==> config.mk <==
export PLATFORM = sky130hd
export DESIGN_NAME = rst_seq_ctrl
export DESIGN_NICKNAME = d
export VERILOG_FILES = /design/src/rtl/rst_seq_pkg.sv /design/src/rtl/rst_debounce.sv /design/src/rtl/rst_seq_ctrl.sv
export SDC_FILE = /design/constraint.sdc
export NUM_CORES = 1
export LEC_CHECK = 0
export ABC_AREA = 1
export BUFFER_PORTS_ARGS = -buffer_cell sky130_fd_sc_hd__buf_4
export CAP_MARGIN = 5
export CORE_UTILIZATION = 27
export DETAILED_ROUTE_END_ITERATION = 12
export HOLD_SLACK_MARGIN = 0.05
export PLACE_DENSITY_LB_ADDON = 0.05
export RECOVER_POWER = 50
export SLEW_MARGIN = 10
export SYNTH_ARGS = -nofsm -noshare
export SYNTH_HDL_FRONTEND = slang
export SYNTH_SLANG_ARGS = --single-unit
==> constraint.sdc <==
create_clock -name clk_i -period 1.5 [get_ports clk_i]
set_input_delay 0.3 -clock clk_i [delete_from_list [all_inputs] [get_ports clk_i]]
set_output_delay 0.3 -clock clk_i [all_outputs]
set_load 0.05 [all_outputs]
==> src/rtl/rst_seq_pkg.sv <==
// Shared types for the reset sequencer: FSM state and reset-cause encodings.
// Latency: n/a (types and constants only).
// Backpressure: n/a.
package rst_seq_pkg;

  // Legacy numeric state codes, kept stable for anyone decoding them in debug logic
  localparam logic [2:0] StHold      = 3'd0;
  localparam logic [2:0] StWaitLock  = 3'd1;
  localparam logic [2:0] StRelTrst   = 3'd2;
  localparam logic [2:0] StRelPeriph = 3'd3;
  localparam logic [2:0] StRelCore   = 3'd4;
  localparam logic [2:0] StRun       = 3'd5;

  typedef enum logic [2:0] {
    HOLD       = StHold,
    WAIT_LOCK  = StWaitLock,
    REL_TRST   = StRelTrst,
    REL_PERIPH = StRelPeriph,
    REL_CORE   = StRelCore,
    RUN        = StRun
  } rst_state_e;

  typedef enum logic [1:0] {
    CAUSE_POR = 2'd0,
    CAUSE_PLL = 2'd1,
    CAUSE_BTN = 2'd2,
    CAUSE_DBG = 2'd3
  } rst_cause_e;

  function automatic int unsigned max_u(input int unsigned a, input int unsigned b);
    return (a > b) ? a : b;
  endfunction

endpackage

==> src/rtl/rst_debounce.sv <==
// Synchronizes and debounces the reset button, emitting a one-cycle press pulse.
// Latency: press pulse SyncStages + DebounceCycles cycles after a clean raw rise.
// Backpressure: none; the pulse is fire-and-forget.
module rst_debounce #(
  parameter int unsigned SyncStages     = 2,
  parameter int unsigned DebounceCycles = 50000
) (
  input  logic clk_i,
  input  logic rst_ni,
  input  logic btn_i,
  output logic btn_press_o
);

  localparam int unsigned CntW = $clog2(DebounceCycles + 1);
  localparam logic [CntW-1:0] DebLast = CntW'(DebounceCycles - 1);

  logic [SyncStages-1:0] sync_q;
  logic                  btn_sync;
  logic                  level_q;
  logic                  press_q;
  logic [CntW-1:0]       cnt_q;

  assign btn_sync    = sync_q[SyncStages-1];
  assign btn_press_o = press_q;

  // Bring the raw bouncing button into the clk_i domain
  always_ff @(posedge clk_i or negedge rst_ni) begin
    if (!rst_ni) begin
      sync_q <= '0;
    end else begin
      sync_q <= {sync_q[SyncStages-2:0], btn_i};
    end
  end

  // Accept a new level only after it has disagreed with the old one for a full run
  always_ff @(posedge clk_i or negedge rst_ni) begin
    if (!rst_ni) begin
      level_q <= 1'b0;
      cnt_q   <= '0;
      press_q <= 1'b0;
    end else begin
      press_q <= 1'b0;
      if (btn_sync != level_q) begin
        if (cnt_q == DebLast) begin
          level_q <= btn_sync;
          cnt_q   <= '0;
          press_q <= btn_sync;
        end else begin
          cnt_q <= cnt_q + 1'b1;
        end
      end else begin
        cnt_q <= '0;
      end
    end
  end

endmodule

==> src/rtl/rst_seq_ctrl.sv <==
// Releases JTAG, peripheral and core reset domains in order; re-enters reset on abort events.
// Latency: trst_no rises 1 + SyncStages + LockStableCycles edges after POR; domains StageGapCycles apart.
// Backpressure: none; aborts are taken on the first edge after the synced event.
module rst_seq_ctrl
  import rst_seq_pkg::*;
#(
  parameter int unsigned SyncStages       = 2,
  parameter int unsigned DebounceCycles   = 50000,
  parameter int unsigned LockStableCycles = 1024,
  parameter int unsigned StageGapCycles   = 64
) (
  input  logic       clk_i,
  input  logic       rst_ni,
  input  logic       pll_locked_i,
  input  logic       rst_btn_i,
  input  logic       dbg_rst_req_i,
  output logic       trst_no,
  output logic       rst_periph_no,
  output logic       rst_core_no,
  output logic       seq_done_o,
  output logic [1:0] rst_cause_o
);

  localparam int unsigned CntMax = max_u(LockStableCycles, StageGapCycles);
  localparam int unsigned CntW   = $clog2(CntMax + 1);
  // Lock wait counts LockStableCycles high samples, then releases on the next one.
  localparam logic [CntW-1:0] LockLoad = CntW'(LockStableCycles);
  // Gap states release on the StageGapCycles-th edge after entry.
  localparam logic [CntW-1:0] GapLoad  = CntW'(StageGapCycles - 1);

  logic [SyncStages-1:0] lock_sync_q;
  logic                  lock_ok;
  logic                  btn_press;
  rst_state_e            state_q, state_d;
  rst_cause_e            cause_q, cause_d;
  logic [CntW-1:0]       cnt_q, cnt_d;
  logic                  dbg_wait_q, dbg_wait_d;
  logic                  trst_q, periph_q, core_q;

  assign lock_ok = lock_sync_q[SyncStages-1];

  // Bring the asynchronous PLL lock into the clk_i domain
  always_ff @(posedge clk_i or negedge rst_ni) begin
    if (!rst_ni) begin
      lock_sync_q <= '0;
    end else begin
      lock_sync_q <= {lock_sync_q[SyncStages-2:0], pll_locked_i};
    end
  end

  rst_debounce #(
    .SyncStages     (SyncStages),
    .DebounceCycles (DebounceCycles)
  ) u_btn (
    .clk_i       (clk_i),
    .rst_ni      (rst_ni),
    .btn_i       (rst_btn_i),
    .btn_press_o (btn_press)
  );

  // Sequencing, shared counter and abort handling (PLL beats button beats debug)
  always_comb begin
    state_d    = state_q;
    cnt_d      = cnt_q;
    cause_d    = cause_q;
    dbg_wait_d = dbg_wait_q;
    case (state_q)
      HOLD: begin
        state_d = WAIT_LOCK;
        cnt_d   = LockLoad;
      end
      WAIT_LOCK: begin
        if (!lock_ok) begin
          cnt_d = LockLoad;
        end else if (cnt_q == '0) begin
          state_d = REL_TRST;
          cnt_d   = GapLoad;
        end else begin
          cnt_d = cnt_q - 1'b1;
        end
      end
      REL_TRST: begin
        // After a debug reset, the gap only starts once the request has dropped
        if (dbg_wait_q && dbg_rst_req_i) begin
          cnt_d = GapLoad;
        end else begin
          dbg_wait_d = 1'b0;
          if (cnt_q == '0) begin
            state_d = REL_PERIPH;
            cnt_d   = GapLoad;
          end else begin
            cnt_d = cnt_q - 1'b1;
          end
        end
      end
      REL_PERIPH: begin
        if (cnt_q == '0) begin
          state_d = REL_CORE;
          cnt_d   = '0;
        end else begin
          cnt_d = cnt_q - 1'b1;
        end
      end
      REL_CORE: begin
        state_d = RUN;
        cnt_d   = '0;
      end
      RUN: begin
        if (dbg_rst_req_i) begin
          state_d    = REL_TRST;
          cnt_d      = GapLoad;
          cause_d    = CAUSE_DBG;
          dbg_wait_d = 1'b1;
        end
      end
      default: begin
        state_d = HOLD;
        cnt_d   = '0;
      end
    endcase

    if (state_q != HOLD) begin
      if (!lock_ok && (state_q != WAIT_LOCK)) begin
        state_d    = HOLD;
        cnt_d      = '0;
        cause_d    = CAUSE_PLL;
        dbg_wait_d = 1'b0;
      end else if (btn_press) begin
        state_d    = HOLD;
        cnt_d      = '0;
        cause_d    = CAUSE_BTN;
        dbg_wait_d = 1'b0;
      end
    end
  end

  // State, counter and cause registers
  always_ff @(posedge clk_i or negedge rst_ni) begin
    if (!rst_ni) begin
      state_q    <= HOLD;
      cnt_q      <= '0;
      cause_q    <= CAUSE_POR;
      dbg_wait_q <= 1'b0;
    end else begin
      state_q    <= state_d;
      cnt_q      <= cnt_d;
      cause_q    <= cause_d;
      dbg_wait_q <= dbg_wait_d;
    end
  end

  // Reset lines decoded from the next state and registered, so they never glitch
  always_ff @(posedge clk_i or negedge rst_ni) begin
    if (!rst_ni) begin
      trst_q   <= 1'b0;
      periph_q <= 1'b0;
      core_q   <= 1'b0;
    end else begin
      trst_q   <= (state_d != HOLD) && (state_d != WAIT_LOCK);
      periph_q <= (state_d == REL_PERIPH) || (state_d == REL_CORE) || (state_d == RUN);
      core_q   <= (state_d == REL_CORE) || (state_d == RUN);
    end
  end

  assign trst_no       = trst_q;
  assign rst_periph_no = periph_q;
  assign rst_core_no   = core_q;
  assign seq_done_o    = core_q;
  assign rst_cause_o   = cause_q;

endmodule

==> impl_metrics.tcl <==
set metrics [dict create \
    diodes 0 \
    drc_errors 0 \
    yosysTopAreaCellShare_pct 46.5 \
    timing.final.crit_share_pct 99.4 \
    synth_area_um2 2260 \
    vias_per_cell 4.39 \
    cts_buffers 5 \
    wl_per_cell_um 12.1 \
    gp_congestion 0.788 \
    maxSlewViolCount 0 \
    path_depth 10 \
    cts_tree "yes" \
    critical_path_arrival_ns 1.66 \
    drive_gt1_share_pct 38.9 \
    power_uw 4460 \
    first_pass_iters 4 \
    yosysUniqueCellTypes 32 \
    cp-start-kind "flip-flop" \
    nFillCells 857 \
    avgSynthCellArea_um2 7.88 \
    grt_start_max_net_pins 43 \
    synth_seq_cells 42 \
    htreeDepth 2 \
    coreArea_um2 8180 \
    startpoint "cnt_q[0]" \
    antenna_found_initial 0 \
    cts_buffer_depth 2 \
    die_y_um 93.5 \
    grt-ovfl-total 0 \
    critPathCaptureType "flip-flop" \
    worstPathCellList "inv_2 > ha_4 > nand2_4 > nor2_4 > nand3_4 > buf_4 > nand2_2 > nor2_1 > a21oi_1 > nor2_1" \
    tightest_slew_ns 0.612 \
    cap_violations 0 \
    syn_nets 294 \
    path_max_fanout 5 \
    rows 33 \
    power_density_nw_per_um2 1380 \
    synth_edf_count 0 \
    fin_skew_ns 0.0119 \
    timing.setup.critical_path_class "reg -> reg" \
    slew_headroom_pct 59.2 \
    critPathMaxStageDelay_ns 0.40 \
    vias 2063 \
    rr_endpoint "cnt_q[6]" \
    die-area_um2 8740 \
    clkTransAtPathRegs_ns 0.09 \
    clock.fmax_mhz 671 \
    crit_family "simple AND/OR/NAND/NOR gates" \
    hpwl_mm 4.06 \
    io_buffers 10 \
    drt-initial-drc-count 23 \
    endpoint "cnt_q[6]" \
    grt_pass1_wl_mm 9.72 \
    die_w_um 93.5 \
    synth_flop_cell "dfrtp_1" \
    synthCells 287 \
    r2r_start "cnt_q[0]" \
    crit_top_cell "nor2_1" \
    status "completed" \
    design_area_um2 3230 \
    cp_data_required_time_ns 1.67 \
    rrSetupSlack_ns 0.01 \
    async_flop_share_pct 100 \
    cts.sinks 42 \
    grt_pass1_vias 2054 \
    worst-path-buf-inv 2 \
    nets 371 \
    hold_path_class "in -> reg" \
    synth_seq_area_share_pct 46.5 \
    leakagePower_uw 0.00157 \
    postRouteAntennaNets 0 \
    place_area_um2 2840 \
    start_util_pct 27.7 \
    grt_usage_pct 14.4 \
    areaGrowthSynthToFinish_pct 42.8 \
    post-route-util_pct 39.5 \
    final-setup-viol-count 0 \
    fin_crit_ns 1.49 \
    synth.area.top_cells "dfrtp_1, nand2_1, nor2_1" \
    synth-warning-count 0 \
    io_pins 11 \
    clkLatencyLatePin_ns 0.30 \
    finalWirelength_mm 5.68 \
    reg2reg_depth 10 \
    rsz0062_at_grt "true" \
    ir_worst_vdd_uv 355 \
    hold_violations 0 \
    synth_area_leader_cell "dfrtp_1" \
    cp_slowest_cell "dfrtp_1" \
    cts_root_buf "clkbuf_8" \
]
-- repair_timing --
item                                    in CTS  in global routing
pin swaps                                    8                 18
endpoints found under the hold margin       42                  0
endpoints found under the setup margin      15                 28
buffers inserted                             3                  8
hold buffers                                 1                  0
gates resized for setup                     17                 45
-- synth_stat cells (2+ instances only) --
cell     count
xor2_1       8
o21ai_2      3
inv_1       38
nand4_1      8
a31oi_1      3
ha_1         2
nor2_4       2
a21oi_1     17
nor2_1      44
dfrtp_1     42
nor2_2       6
o21ai_0     20
nand2_1     48
nand3_1     12
nand2_2      7
xnor2_1      3
inv_2        3
o21ai_1      3
nor3_1       5
-- placed cells by master (no fill, tap or decap), types with 2 or more instances in the layout --
cell type / count
a21oi_1: 16
a31oi_1: 3
buf_4: 65
buf_6: 3
clkbuf_4: 3
clkbuf_8: 5
dfrtp_1: 39
dfrtp_2: 3
inv_1: 33
inv_2: 7
nand2_1: 40
nand2_2: 11
nand2_4: 4
nand3_1: 8
nand3_2: 4
nand3_4: 2
nand4_1: 8
nor2_1: 35
nor2_2: 8
nor2_4: 9
nor3_1: 5
o21ai_0: 15
o21ai_1: 5
o21ai_2: 3
o21ai_4: 3
xnor2_1: 3
xor2_1: 8
-- power breakdown --
part / leakage (µW) / internal [µW] / switching [µW]
Combinational: 0.000969 / 1020 / 1270
Sequential: 0.000552 / 1290 / 105
Clock: 0.0000441 / 328 / 448
Total: 0.00157 / 2640 / 1820
-- metal layers --
layer / up-vias / share of wire (%) / routed length (µm) / global-route usage, %
met5: - / 0 / 0 / 0
met4: 0 / 0.81 / 46 / 3.59
met3: 4 / 2.1 / 117 / 2.76
met2: 18 / 49 / 2800 / 25.2
met1: 959 / 48 / 2710 / 18.0
li1: 1082 / - / - / -
-- cells by family after synthesis --
kind of cell	count (synthesis)	synth area share, %
AOI/OAI and AO/OA	50	12.1
xor gates and xnor gates	11	4.26
adders and majority gates	2	1.11
buffers and inverters	43	7.36
DFF	42	46.5
and+or+nand+nor	139	28.7
-- metrics by stage --
step / hold WS, ns / setup TNS (ns) / setup slack (ns) / cells
floorplan: 0.00441 / 0 / 0.0138 / 287
global placement: 0.335 / -0.111 / -0.0480 / 451
detailed placement: 0.338 / -0.234 / -0.0470 / 451
CTS: 0.0881 / -0.000731 / -0.000731 / 463
global route: 0.105 / -0.570 / -0.0829 / 470
finish: 0.121 / 0 / 0.00957 / 470
-- sequential cells by signal, indices dropped and copies added (netlist names) --
register	flops
lock_sync_q	2
cnt_q	11
u_btn.btn_press_o	1
u_btn.level_q	1
u_btn.sync_q	2
state_q	3
u_btn.cnt_q	16
dbg_wait_q	1
rst_periph_no	1
rst_cause_o	2
trst_no	1
rst_core_no	1
-- how the worst min path moves through the flow --
stage	startpoint	endpoint	slack [ns]	cells past startpoint
finish	rst_btn_i	u_btn.sync_q[0]	0.12	1
global route	rst_btn_i	u_btn.sync_q[0]	0.11	1
CTS	rst_btn_i	u_btn.sync_q[0]	0.09	1
detailed placement	lock_sync_q[0]	lock_sync_q[1]	0.34	0
global placement	lock_sync_q[0]	lock_sync_q[1]	0.33	0
floorplan	rst_ni	cnt_q[0]	0.004	0
-- cell type report --
class | instances | area [µm²] | share of cell area [%]
sequential | 42 | 1050 | 32.7
timing repair buffer | 72 | 554 | 17.2
tap | 105 | 131 | 4.07
multi-input combinational | 202 | 1240 | 38.5
clock inverter | 3 | 21.3 | 0.659
inverter | 41 | 156 | 4.84
clock buffer | 5 | 68.8 | 2.13
No activity file was read; power rests on OpenSTA's default activity.
